`src/rtl/unified_mem_arbiter.sv`:
```
// Arbitrates one byte-wide unified memory between fetch (10-byte reads) and the memory
// stage (8-byte quad reads/writes), moving one little-endian byte per cycle.
module unified_mem_arbiter #(
    parameter int MEM_BYTES = 4096,
    parameter int ADDR_W    = 12,
    parameter int IBYTES    = 10,
    parameter int DBYTES    = 8
) (
    input  logic              clk,
    input  logic              rst,
    input  logic              d_req,
    input  logic              d_we,
    input  logic [63:0]       d_addr,
    input  logic [63:0]       d_wdata,
    output logic [63:0]       d_rdata,
    output logic              d_done,
    output logic              d_err,
    input  logic              i_req,
    input  logic [63:0]       i_addr,
    output logic [79:0]       i_rdata,
    output logic              i_done,
    output logic              i_err,
    output logic [ADDR_W-1:0] m_addr,
    output logic              m_we,
    output logic [7:0]        m_wdata,
    input  logic [7:0]        m_rdata,
    output logic              busy
);

    typedef enum logic [1:0] {IDLE, XFER, DONE} state_t;
    typedef enum logic {SIDE_DATA, SIDE_FETCH} side_t;

    localparam int          CNT_W   = $clog2(IBYTES);
    localparam logic [63:0] D_LIMIT = 64'(MEM_BYTES - DBYTES);
    localparam logic [63:0] I_LIMIT = 64'(MEM_BYTES - IBYTES);

    state_t             state;
    side_t              side;
    side_t              last_grant;
    logic               we_q;
    logic [ADDR_W-1:0]  base_q;
    logic [63:0]        wdata_q;
    logic [CNT_W-1:0]   cnt;
    logic [79:0]        rbuf;

    logic               grant_d;
    logic               grant_f;
    logic               grant_err;
    logic [CNT_W-1:0]   last_cnt;

    // In DONE only the other side may be granted: the finishing side still holds its
    // request for this cycle, and granting here keeps busy high across back-to-back accesses.
    always_comb begin
        grant_d = 1'b0;
        grant_f = 1'b0;
        if (state == IDLE) begin
            if (d_req && i_req) begin
                grant_d = (last_grant == SIDE_FETCH);
                grant_f = (last_grant == SIDE_DATA);
            end else begin
                grant_d = d_req;
                grant_f = i_req;
            end
        end else if (state == DONE) begin
            grant_d = d_req && (side == SIDE_FETCH);
            grant_f = i_req && (side == SIDE_DATA);
        end
        // Full 64-bit compare so huge addresses never wrap into the array.
        grant_err = grant_d ? (d_addr > D_LIMIT) : (i_addr > I_LIMIT);
        last_cnt  = (side == SIDE_FETCH) ? CNT_W'(IBYTES - 1) : CNT_W'(DBYTES - 1);
    end

    // NOTE: all state updates use non-blocking assignments so every register samples
    // pre-edge values, independent of statement order.
    always_ff @(posedge clk) begin
        if (rst) begin
            state      <= IDLE;
            side       <= SIDE_DATA;
            last_grant <= SIDE_FETCH;
            we_q       <= 1'b0;
            base_q     <= '0;
            wdata_q    <= '0;
            cnt        <= '0;
            rbuf       <= '0;
            d_done     <= 1'b0;
            i_done     <= 1'b0;
            d_err      <= 1'b0;
            i_err      <= 1'b0;
        end else begin
            d_done <= 1'b0;
            i_done <= 1'b0;
            d_err  <= 1'b0;
            i_err  <= 1'b0;
            case (state)
                IDLE, DONE: begin
                    if (grant_d || grant_f) begin
                        side       <= grant_f ? SIDE_FETCH : SIDE_DATA;
                        last_grant <= grant_f ? SIDE_FETCH : SIDE_DATA;
                        we_q       <= grant_d && d_we;
                        base_q     <= grant_d ? d_addr[ADDR_W-1:0] : i_addr[ADDR_W-1:0];
                        wdata_q    <= d_wdata;
                        cnt        <= '0;
                        rbuf       <= '0;
                        if (grant_err) begin
                            state  <= DONE;
                            d_done <= grant_d;
                            i_done <= grant_f;
                            d_err  <= grant_d;
                            i_err  <= grant_f;
                        end else begin
                            state <= XFER;
                        end
                    end else begin
                        state <= IDLE;
                    end
                end
                XFER: begin
                    // Bytes shift in from the top: a fetch ends with byte0 at [7:0],
                    // a quad ends with byte0 at [23:16].
                    if (!we_q) rbuf <= {m_rdata, rbuf[79:8]};
                    wdata_q <= {8'h00, wdata_q[63:8]};
                    if (cnt == last_cnt) begin
                        state  <= DONE;
                        d_done <= (side == SIDE_DATA);
                        i_done <= (side == SIDE_FETCH);
                    end else begin
                        cnt <= cnt + 1'b1;
                    end
                end
                default: state <= IDLE;
            endcase
        end
    end

    // Reset wins over an in-flight write: the byte of the reset cycle is not committed.
    assign m_we    = (state == XFER) && we_q && !rst;
    assign m_wdata = m_we ? wdata_q[7:0] : 8'h00;
    assign m_addr  = (state == XFER) ? base_q + ADDR_W'(cnt) : '0;
    assign busy    = (state != IDLE);
    assign d_rdata = (d_done && !d_err && !we_q) ? rbuf[79:16] : 64'h0;
    assign i_rdata = (i_done && !i_err) ? rbuf : 80'h0;

endmodule

```
`config.mk`:
```
export PLATFORM = sky130hd
export DESIGN_NAME = unified_mem_arbiter
export DESIGN_NICKNAME = d
export VERILOG_FILES = /design/src/rtl/unified_mem_arbiter.sv
export SDC_FILE = /design/constraint.sdc
export NUM_CORES = 1
export LEC_CHECK = 0
export BUFFER_PORTS_ARGS = -buffer_cell sky130_fd_sc_hd__buf_2
export CAP_MARGIN = 25
export CORE_AREA = 8 8 139 141
export CTS_CLUSTER_SIZE = 10
export DETAILED_ROUTE_END_ITERATION = 6
export DIE_AREA = 0 0 147 149
export MAX_ROUTING_LAYER = met4
export PLACE_DENSITY_LB_ADDON = 0.3
export SLEW_MARGIN = 15
export SYNTH_ARGS = -nofsm -noshare
export SYNTH_HDL_FRONTEND = slang
export SYNTH_SLANG_ARGS = --single-unit
```
`constraint.sdc`:
```
create_clock -name clk -period 3.9 [get_ports clk]
set_input_delay 0.195 -clock clk [delete_from_list [all_inputs] [get_ports clk]]
set_output_delay 0.195 -clock clk [all_outputs]
set_load 0.05 [all_outputs]
```
== After elaboration in Yosys (flattened, before gate mapping) ==
Index checks and enable logic that the tools add are counted.

* Logic and storage cells: 83
* Memories: 0
* ROM bits: 0
* Latch bits: 0
* RAM bits: 0
* Output and inout bits: 170
* Input bits: 205
* Register bits after elaboration: 169

* Muxes and demuxes: 34
* Divide/modulo/power cells: 0
* Reduce and logical (&&, ||, !) cells: 23
* Bitwise gates (word level): 3
* Shift operators: 0
* $add $sub $neg: 2
* Multiply operators: 0
* Equal/unequal tests: 7
* Magnitude comparators: 2

{| class="wikitable"
|+ Operators with widths
! cell !! count
|-
| $mux W80 || 3
|-
| $pmux W80 S2 || 1
|-
| $gt A64 B12 Y1 const B || 2
|-
| $mux W64 || 2
|-
| $pmux W64 S2 || 1
|-
| $mux W12 || 2
|-
| $mux W1 || 14
|-
| $add A12 B4 Y12 || 1
|-
| $mux W4 || 3
|-
| $logic_and A1 B1 Y1 || 9
|-
| $mux W8 || 1
|-
| $ne A2 B2 Y1 const B || 4
|-
| $pmux W4 S2 || 1
|-
| $mux W2 || 3
|-
| $reduce_and A3 Y1 || 2
|-
| $add A4 B1 Y4 const B || 1
|-
| $eq A4 B4 Y1 || 1
|-
| $logic_not A1 Y1 || 4
|-
| $pmux W1 S2 || 2
|-
| $pmux W2 S2 || 1
|-
| $reduce_and A2 Y1 || 2
|-
| $reduce_bool A2 Y1 || 2
|-
| $reduce_or A2 Y1 || 2
|-
| $not A1 Y1 || 3
|-
| other kinds (4) || 4
|}

== Logic depth before layout (Yosys ltp) ==
Gate-level depths: netlist of run 1.

* Depth in word-level cells: 7
* Gate-level depth with buffers: 9
* Mapped depth without buffers: 7

== Worst setup path after synthesis of run 1 ==
Ideal clock, no wire load.

* Kind: register to output
* Start: register state[1]
* End: output port m_wdata[0]
* Arrival: 2.723 ns
* Slack: 0.982 ns
* Path buffers: 2
* Data required time: 3.705 ns
* Cell stages (with the launch flop): 6
* Cells stage by stage: dfxtp_1 buf_6 nand2b_1 clkbuf_1 nor3b_1 and2_1

* Cells in the longest elaborated chain, start to end: 4

{| class="wikitable"
|+ RTL lines
! what !! RTL line !! source
|-
| start, declared || 37 || <nowiki>state_t state;</nowiki>
|-
| start signal, assigned || 77 || <nowiki>state <= IDLE;</nowiki>
|-
| start signal, assigned || 105 || <nowiki>state <= DONE;</nowiki>
|-
| start signal, assigned || 111 || <nowiki>state <= XFER;</nowiki>
|-
| $eq A2 B1 Y1 || 136 || <nowiki>assign m_we = (state == XFER) && we_q && !rst;</nowiki>
|-
| $logic_and A1 B1 Y1 (2 in series) || 136 ||
|-
| net m_we || 24 || <nowiki>output logic m_we,</nowiki>
|-
| $mux W8 || 137 || <nowiki>assign m_wdata = m_we ? wdata_q[7:0] : 8'h00;</nowiki>
|-
| end, declared || 25 || <nowiki>output logic [7:0] m_wdata,</nowiki>
|}

The timed path passes the listed nets, and every way through them passes these cells.

== Worst setup path in the final report of run 1 ==
* Start: register cnt[0]
* End: output port m_addr[8]

* Cells in the longest elaborated chain, start to end: 2

{| class="wikitable"
|+ RTL lines
! what !! RTL line !! source
|-
| start, declared || 43 || <nowiki>logic [CNT_W-1:0] cnt;</nowiki>
|-
| start signal, assigned || 127 || <nowiki>cnt <= cnt + 1'b1;</nowiki>
|-
| $add A12 B4 Y12 || 138 || <nowiki>assign m_addr = (state == XFER) ? base_q + ADDR_W'(cnt) : '0;</nowiki>
|-
| $mux W12 || 138 ||
|-
| end, declared || 23 || <nowiki>output logic [ADDR_W-1:0] m_addr,</nowiki>
|}

Every way passes these cells.

==> impl_metrics.json, run 1 <==
{
  "core_um2": 17100,
  "cts_buffers": 17,
  "drive_above_1_share_pct": 31.5,
  "synth_nets": 1227,
  "h-tree-depth": 4,
  "slowest_stage": "fa_1",
  "routed-wl-met2_um": 12400,
  "clk_pin_slew_ns": 0.06,
  "dr_wl_met3_um": 2180,
  "port_buffers": 374,
  "wl_met1_um": 11800,
  "clk-insertion-delay-late_ns": 0.42,
  "ys_top_cells_by_area": "dfxtp_1, and2_1, a22oi_1",
  "fp.dieW_um": 147,
  "p_clk_share_pct": 41.3,
  "synth_ff_type": "dfxtp_1",
  "cp.required_ns": 3.70,
  "synth_compound_area_share_pct": 18.4,
  "avgRoutedWirePerCell_um": 16.9,
  "maxCapViolCount": 0,
  "rsz0062_at_grt": "no",
  "min_path_type": "in2reg",
  "pwr-share-comb_pct": 11.6,
  "relSlewSlack_pct": 41.2,
  "grt_pass1_vias": 7821,
  "grtUsageTotal_pct": 23.6,
  "clockBufferDepth": 2,
  "area_growth_pct": 30.6,
  "die_y_um": 149,
  "grt_max_degree": 121,
  "overflow": 0,
  "drt-total-wl_um": 26700,
  "setup_slack_ns": 1.17,
  "pwr-share-seq_pct": 47.2,
  "yosys_warnings": 0,
  "antenna_found_initial": 2,
  "synth_simple_gate_area_share_pct": 32.8,
  "synthAdderAreaFrac_pct": 1.02,
  "finalNetCount": 1549,
  "synth_edf_count": 0,
  "crit_path_max_incr_delay_ns": 0.40,
  "critPathArrivalTime_ns": 2.54,
  "dp_hpwl_um": 19700,
  "setup-tns-final_ns": 0,
  "drtIter0Drc": 606,
  "postSynthCellCount": 1016,
  "switching_power_uw": 1010,
  "yosysTopAreaCellShare_pct": 41.7,
  "avgSynthCellArea_um2": 7.98,
  "clock_skew_ns": 0.00766,
  "power.internal_uw": 2920,
  "hold_ws_ns": 0.0150,
  "pin_count": 375,
  "end_kind": "output port",
  "worst_slew_pin_slew_ns": 0.882,
  "cts_resized": 0,
  "post-route-period-util_pct": 70.1,
  "setup_violations": 0,
  "std_cell_rows": 48,
  "num_vias": 8483,
  "synthMuxAreaShare_pct": 0,
  "gp_congestion": 0.940,
  "status": "complete, no violations",
  "powerDensity_nw_per_um2": 371,
  "drv_slew": 0,
  "cts.sinks": 169,
  "fin_crit_ns": 2.73,
  "synth_top_family_by_area": "simple AND/OR/NAND/NOR gates",
  "synthXorXnorAreaFrac_pct": 0.540,
  "syn-cell-area_um2": 8110,
  "async_flop_share_pct": 0,
  "yosys_register_bits": 169,
  "place_area_um2": 9960,
  "drt_pass1_iterations": 5,
  "crit_chain": "ha_1 -> fa_1 -> a21o_1 -> a21oi_1 -> nor3b_1 -> xnor2_1 -> nor2_1 -> buf_2",
  "cts_tree": "done",
  "fillers": 1489,
  "start_util_pct": 47.5,
  "utilization_pct": 62.1,
  "grt_pass1_wl_um": 41400,
  "dieArea_um2": 21900,
  "postRouteAntennaNets": 0,
  "synth_top_cell_by_area": "dfxtp_1",
  "synth.distinct_cells": 44,
  "ys_seq_area_share_pct": 41.7,
  "critical_path_class": "reg2out",
  "clockRootBuffer": "clkbuf_16",
  "routed.top_layer": "met4",
  "fin_area_um2": 10600,
  "total_leakage_power_uw": 0.00496,
  "pre_cts_slack_ns": 1.59,
  "peakVddDrop_mv": 0.278,
  "routed_via_density": 5.38,
  "p_sw_share_pct": 25.7,
  "drc_errors": 0,
  "max_freq_ghz": 0.366,
  "cp_max_fo": 6,
  "cp-start-kind": "flip-flop",
  "hold_viol_final": 0
}
## cells in the mapped netlist (2+ instances only)
cell and count:
dfxtp_1 169, nor2_1 160, and2_1 157, nand2_1 156, a22oi_1 81, a311oi_1 68
clkbuf_1 60, nor4_1 29, a21oi_1 22, nand3_1 14, buf_2 11, buf_6 10
nand4_1 8, or3_1 7, o21ai_0 6, ha_1 5, inv_1 5, nor3_1 5
xnor2_1 5, buf_4 4, nor3b_1 3, o31ai_1 3, a21o_1 2, nand2b_1 2
nor2b_1 2, nor4bb_1 2, o21a_1 2, or4_1 2
## critical path: cells and delay by family (launching register included)
family | cells | cell delay (ns)
AO/OA/AOI/OAI | 2 | 0.52
AND/OR/NAND/NOR | 2 | 0.20
flip-flops | 1 | 0.36
XOR/XNOR | 1 | 0.14
adder cells (fa/ha/maj) | 2 | 0.62
buffers and inverters | 1 | 0.27
## stage by stage
stage          power (uW)  instances
6_report             3930       1577
3_5_place_dp         2340       1539
2_1_floorplan        2180       1016
5_1_grt              4090       1577
4_1_cts              3960       1574
3_3_place_gp         2330       1538
## cells in the final DEF (no fill, tap or decap), types with 3 or more instances in the layout
cell           count
nand2_1          155
xnor2_1            5
nor4_1            29
nor2_1           159
buf_4             10
and2_1           157
o31ai_1            3
dfxtp_1          169
a311oi_1          68
buf_2            373
dlygate4sd3_1      4
a21oi_1           22
nand4_1            8
clkinv_2           5
ha_1               5
nand3_1           14
or3_1              7
clkbuf_16         17
o21ai_0            6
a22oi_1           81
nor3_1             5
inv_1              5
## registers in the layout, summed over array words and instances, names as in the netlist
signal      cells
rbuf           80
wdata_q        64
base_q         12
cnt             4
state           2
d_done          1
d_err           1
i_done          1
i_err           1
last_grant      1
side            1
we_q            1
## final timing paths
| check | depth (start not counted) | startpoint | slack (ns) | endpoint |
|---|---|---|---|---|
| min | 3 | d_wdata[58] | 0.02 | wdata_q[58] |
| max reg2reg | 6 | state[1] | 1.53 | rbuf[32] |
| min reg2reg | 2 | wdata_q[58] | 0.47 | wdata_q[58] |
| max | 8 | cnt[0] | 1.17 | m_addr[8] |
## cell families (layout without fill, tap and decap cells)
group,Yosys count,after routing
simple gates,552,552
compound gates,193,193
flops,169,169
buf+inv,91,425
fa+ha+maj,6,6
xor+xnor,5,5
other cells,0,2
## layer usage
layer | up-vias | global-route usage, %
met5 | - | -
met1 | 3922 | 30.2
met4 | 0 | 5.35
met2 | 343 | 37.1
met3 | 23 | 5.83
li1 | 4195 | -
## layout make-up
type | count | area (um^2) | share of cell area, %
Clock buffer | 19 | 433 | 4.09
Timing Repair Buffer | 389 | 2030 | 19.2
Multi-Input combinational cell | 756 | 4320 | 40.7
Sequential cell | 169 | 3380 | 31.9
Clock inverter | 12 | 126 | 1.19
Inverter | 5 | 18.8 | 0.177
Tap cell | 225 | 282 | 2.66
Antenna cell | 2 | 5.00 | 0.0472
## power by group through the flow
| stage | logic (uW) | clock network (uW) | registers, uW |
|---|---|---|---|
| 2_1_floorplan | 295 | 0 | 1880 |
| 3_3_place_gp | 441 | 0 | 1890 |
| 3_5_place_dp | 448 | 0 | 1890 |
| 4_1_cts | 453 | 1650 | 1850 |
| 5_1_grt | 503 | 1720 | 1860 |
| 6_report | 454 | 1620 | 1850 |
## repair_timing
action                    CTS  global route
hold endpoints to repair    4             0
hold buffers                4             0
buffers inserted            0             0
(Power assumes the default switching activity.)
==> run 2, diff against run 1 <==
ABC_AREA = 1   (was default)
CORE_AREA = default   (was 8 8 139 141)
CORE_MARGIN = 8   (was default)
CORE_UTILIZATION = 49   (was default)
DIE_AREA = default   (was 0 0 147 149)
clock period = 2.55 ns   (was 3.9 ns; I/O delays follow)
==> run 2 against run 1 <==
Synthesized cell count is 35% higher. Worst hold slack better by 0.014 ns. Sequential share of layout area is 3.8 points lower.
==> impl_metrics.json, run 2 <==
{
  "status": "complete, no violations",
  "mostFrequentLayoutCell": "buf_2",
  "grt_pass1_vias": 9675,
  "antenna_cells": 0,
  "path_buf_inv": 1,
  "maxCapViolCount": 0,
  "hold_viol_final": 0,
  "post-route-period-util_pct": 92.6,
  "clk_pin_slew_ns": 0.07,
  "routed_via_density": 4.98,
  "clockRootBuffer": "clkbuf_16",
  "critical_path_class": "reg2out",
  "postCtsSetupBuffers": 0,
  "setup_violations": 0,
  "avgRoutedWirePerCell_um": 14.9,
  "cts_tree": "done",
  "max_freq_ghz": 0.423,
  "avgSynthCellArea_um2": 6.68,
  "power_uw": 6450,
  "relSlewSlack_pct": 39.8,
  "largest_reg_flops": 80,
  "die_y_um": 153,
  "synth.most_common_cell": "nor2_1",
  "crit_family": "adder cells",
  "min_path_type": "in2reg",
  "area_growth_pct": 31.2,
  "gp_congestion": 0.893,
  "grtUsageMet3_pct": 4.68,
  "yosys_warnings": 0,
  "reg.largest.list": "rbuf (80), wdata_q (64), base_q (12)",
  "cp.required_ns": 2.42,
  "cts.sinks": 169,
  "slowest_stage": "fa_1",
  "layout_common_cells": "buf_2, nor2_1, nand2_1, dfxtp_1, inv_1",
  "grtUsageTotal_pct": 25.2,
  "clockBufferDepth": 2,
  "clock_skew_ns": 0.0132,
  "cts_buffers": 17,
  "async_flop_share_pct": 0,
  "fin_crit_ns": 2.36,
  "dp_hpwl_um": 21900,
  "start_util_pct": 49.4,
  "crit_path_max_incr_delay_ns": 0.41,
  "cp_max_fo": 6,
  "critPathArrivalTime_ns": 2.23,
  "drc_errors": 0,
  "drt-total-wl_um": 29500,
  "h-tree-depth": 4,
  "setup_slack_ns": 0.188,
  "overflow": 0,
  "synth_top_cell_by_area": "dfxtp_1",
  "synth_nets": 1582,
  "drtIter0Drc": 587,
  "synth_ff_type": "dfxtp_1",
  "synth.distinct_cells": 33,
  "dieArea_um2": 23300,
  "synth_common_cells": "nor2_1, nand2_1, dfxtp_1",
  "port_buffers": 374,
  "finalNetCount": 1943,
  "fp.dieW_um": 153,
  "cp-start-kind": "flip-flop",
  "ys_seq_area_share_pct": 37.0,
  "postRouteAntennaNets": 0,
  "total_leakage_power_uw": 0.00535,
  "antenna_found_initial": 0,
  "postSynthCellCount": 1371,
  "crit_chain": "ha_1 -> fa_1 -> nand3_1 -> nand3_1 -> nand2_1 -> nor2_2 -> nor3_1 -> buf_2",
  "busiest_layer": "met2",
  "grt_pass1_wl_um": 47400,
  "syn-cell-area_um2": 9160,
  "worst_slew_pin_slew_ns": 0.903,
  "synth_edf_count": 0,
  "largest_register": "rbuf",
  "drive_above_1_share_pct": 34.0,
  "met2_usage_pct": 44.3,
  "pre_cts_slack_ns": 0.451,
  "core_um2": 18500,
  "cp_common_cell": "nand3_1",
  "peakVddDrop_mv": 0.533,
  "num_vias": 9849,
  "std_cell_rows": 50,
  "clk-insertion-delay-late_ns": 0.43,
  "drt_pass1_iterations": 5,
  "yosys_register_bits": 169,
  "powerDensity_nw_per_um2": 537,
  "ys_top_cells_by_area": "dfxtp_1, nor2_1, nand2_1",
  "yosysTopAreaCellShare_pct": 37.0,
  "drv_slew": 0,
  "end_kind": "output port",
  "pin_count": 375,
  "grt_util_met1_pct": 27.5,
  "grt_max_degree": 97
}
## run 2: cell count changes in the layout (fill, tap and decap cells not counted), moves of 12 or more
cell           delta
nor2_1          +132
a21oi_1          +30
a22oi_1          -81
o21ai_0          +91
nor4_1           -29
a311oi_1         -68
a31oi_1          +12
a21oi_2          +80
dlygate4sd3_1    +36
nand2_1          +90
inv_1           +129
nand2_2          +82
and2_1          -157
nand3_1          +72
## run 2: area by class of cell
| cell class | instances | area, um^2 |
|---|---|---|
| Clock buffer | 19 | 443 |
| Clock inverter | 13 | 131 |
| Fill cell | 1669 | 6510 |
| Inverter | 137 | 517 |
| Multi-Input combinational cell | 978 | 4780 |
| Sequential cell | 169 | 3380 |
| Tap cell | 234 | 293 |
| Timing Repair Buffer | 429 | 2460 |
## run 2: final timing paths
kind                            slack, ns        start  cells past startpoint          end
worst max-delay path                 0.19       cnt[0]                      8    m_addr[6]
worst min-delay path                 0.03    i_addr[0]                      3    base_q[0]
worst max register to register       0.33     state[1]                      8    base_q[3]
worst min register to register       0.44  wdata_q[21]                      2  wdata_q[21]
## run 2: what timing repair did
item,in CTS,in global routing
hold endpoints to repair,29,0
gates resized for setup,0,9
setup endpoints to repair,0,4
hold buffers,40,0
## run 2: cell families after synthesis
kind of cell               after synthesis  share of synthesized area [%]
and+or+nand+nor                        723                           34.0
DFF                                    169                           37.0
adders and majority gates                6                          0.902
buffers and inverters                  224                           10.9
AOI/OAI and AO/OA                      246                           17.0
xor gates and xnor gates                 3                          0.287
## run 2: layer usage
layer / wire length, um / share of wire [%]
met5: 0 / 0
met2: 15100 / 51
met3: 1380 / 4.7
met1: 12100 / 41
met4: 984 / 3.3
## run 2: power breakdown
part           internal, uW  switching (uW)
clock                  1400            1140
combinational           393             636
sequential             2800            84.6
## run 2: stage by stage
step	std cells	utilization [%]	hold WS, ns	TNS (ns)	instance area [um^2]
6_report	1979	64.9	0.0294	0	12000
5_1_grt	1979	64.9	0.0168	-0.0000484	12000
4_1_cts	1979	64.8	0.0154	0	12000
3_5_place_dp	1907	59.5	0.367	0	11000
3_3_place_gp	1907	59.5	0.365	0	11000
2_1_floorplan	1371	-	0.269	-0.568	9160
## run 2: worst min-delay path, cell delays in order
cell and delay (ns):
buf_2 0.14, nand2_1 0.08, a31oi_1 0.07
==> run 3, diff against run 2 <==
ABC_AREA = default   (was 1)
CORE_UTILIZATION = 47   (was 49)
TNS_END_PERCENT = 20   (was default)
==> run 3 against run 2 <==
Count of clock-buffer cells in the layout rose by 3. Combinational power fell by 17%. Via count down 6.3%. Register-to-register slack worse by 0.22 ns. Global-route usage grew 1.7 points. Critical path depth shrank 1. Design area fell by 2.8%. Largest cell class unchanged. Largest power group is now the clock network. Highest routed layer unchanged.
==> impl_metrics.json, run 3 (same netlist as run 1, synthesis figures left out) <==
{
  "largest_reg_flops": 80,
  "grtUsageTotal_pct": 26.9,
  "post-route-period-util_pct": 96.7,
  "rsz0062_at_grt": "yes",
  "endpoint": "m_addr[11]",
  "total_leakage_power_uw": 0.00540,
  "fin_area_um2": 11700,
  "antenna_found_initial": 3,
  "layout_common_cells": "buf_2, dfxtp_1, nor2_1, and2_1, nand2_1",
  "area_growth_pct": 44.0,
  "grt_max_degree": 169,
  "grt_pass1_vias": 8601,
  "dieArea_um2": 21700,
  "maxCapViolCount": 0,
  "crit_chain": "ha_1 -> a21o_1 -> a21oi_1 -> o21ba_4 -> or4_1 -> a21oi_2 -> buf_6",
  "power_uw": 6620,
  "hold_ws_ns": 0.0149,
  "min_path_type": "in2reg",
  "clk-insertion-delay-late_ns": 0.42,
  "r2r_slack_ns": 0.11,
  "overflow": 0,
  "fin_crit_ns": 2.47,
  "largest_register": "rbuf",
  "worst_slew_pin_slew_ns": 0.801,
  "clockRootBuffer": "clkbuf_16",
  "hold_viol_final": 0,
  "routed_via_density": 5.53,
  "drc_errors": 0,
  "clock_skew_ns": 0.00714,
  "fillers": 1284,
  "setup_slack_ns": 0.0846,
  "end_kind": "output port",
  "dp_hpwl_um": 19400,
  "crit_family": "compound AO/OA/AOI/OAI gates",
  "drv_slew": 0,
  "peakVddDrop_mv": 0.462,
  "path_buf_inv": 1,
  "r2r_start": "state[1]",
  "critical_path_class": "reg2out",
  "h-tree-depth": 4,
  "start_util_pct": 47.5,
  "drive_above_1_share_pct": 30.0,
  "crit_path_max_incr_delay_ns": 0.49,
  "slowest_stage": "or4_1",
  "drtIter0Drc": 873,
  "avgRoutedWirePerCell_um": 17.9,
  "utilization_pct": 68.5,
  "std_cell_rows": 48,
  "cp_max_fo": 8,
  "cts_buffers": 17,
  "status": "complete, no violations",
  "reg.largest.list": "rbuf (80), wdata_q (64), base_q (12)",
  "setup_violations": 0,
  "clk_pin_slew_ns": 0.06,
  "startpoint": "cnt[1]",
  "finalNetCount": 1637,
  "drt-total-wl_um": 29800,
  "postRouteAntennaNets": 0,
  "drt_pass1_iterations": 5,
  "clockBufferDepth": 2,
  "port_buffers": 374,
  "fp.dieW_um": 147,
  "gp_congestion": 0.971,
  "max_freq_ghz": 0.406,
  "r2r_cells": 4,
  "pre_cts_slack_ns": 0.391,
  "grt_pass1_wl_um": 46500,
  "core_um2": 17100,
  "critPathArrivalTime_ns": 2.34,
  "cp-start-kind": "flip-flop",
  "place_area_um2": 10000,
  "die_y_um": 147,
  "cts_tree": "done",
  "mostFrequentLayoutCell": "buf_2",
  "postCtsSetupBuffers": 0,
  "powerDensity_nw_per_um2": 567,
  "reg2reg_to": "base_q[7]",
  "cp.depth": 7,
  "cts.sinks": 169,
  "relSlewSlack_pct": 46.6,
  "cp.required_ns": 2.42,
  "pin_count": 375,
  "num_vias": 9226
}
[run 3: cell types whose count changed in the layout (fill, tap and decap cells not counted), sizes merged, moves of 91 or more]
cell / before / now
nor2: 295 / 161
nand2: 331 / 156
a21oi: 132 / 22
inv: 144 / 7
and2: 2 / 157
o21ai: 97 / 6
[run 3: through the flow]
step,cells,TNS [ns]
after floorplan,1016,0
after global placement,1540,0
after detailed placement,1540,0
after CTS,1664,0
after global routing,1667,-0.0186
final,1668,0
[run 3: how the worst min path moves through the flow]
stage	cells past startpoint	to	start	slack, ns
6_report	3	wdata_q[54]	d_wdata[54]	0.01
5_1_grt	3	wdata_q[54]	d_wdata[54]	0.01
4_1_cts	3	base_q[2]	d_addr[2]	0.001
3_5_place_dp	3	wdata_q[60]	d_wdata[60]	0.38
3_3_place_gp	3	wdata_q[63]	d_wdata[63]	0.37
2_1_floorplan	2	wdata_q[56]	d_wdata[56]	0.26
[run 3: final cells by class]
cell class / count / area [um^2] / share of cell area (%)
diodes: 4 / 10.0 / 0.0857
repair buffers: 477 / 2960 / 25.4
clock inverters: 10 / 214 / 1.83
inverters: 5 / 18.8 / 0.161
well taps: 225 / 282 / 2.41
multi-input cells: 756 / 4350 / 37.2
clock buffers: 22 / 454 / 3.89
flip-flops and latches: 169 / 3390 / 29.0
[run 3: report_power, final]
part / total, uW / switching, uW / internal (uW)
Combinational: 856 / 470 / 386
Clock: 2930 / 1050 / 1870
Sequential: 2840 / 85.9 / 2760
Total: 6620 / 1610 / 5020
[run 3: routing by layer]
| layer | share of wire (%) | up-vias | track usage (%) |
|---|---|---|---|
| li1 | - | 4378 | - |
| met1 | 42 | 4279 | 33.5 |
| met2 | 47 | 496 | 41.8 |
| met3 | 8.6 | 73 | 6.98 |
| met4 | 2.3 | 0 | 8.72 |
| met5 | 0 | - | - |
[run 3: timing repair]
action,4_1_cts,5_1_grt
hold buffers,92,0
endpoints found under the setup margin,5,8
endpoints found under the hold margin,84,0
pin swaps,0,2
resized for setup,6,13
[run 3: worst register-to-register path, delay by kind of cell, from the launching register on]
kind,cells,cell delay (ns)
buffers and inverters,1,0.60
flip-flops,1,0.50
AND/OR/NAND/NOR,1,0.17
AO/OA/AOI/OAI,2,1.12
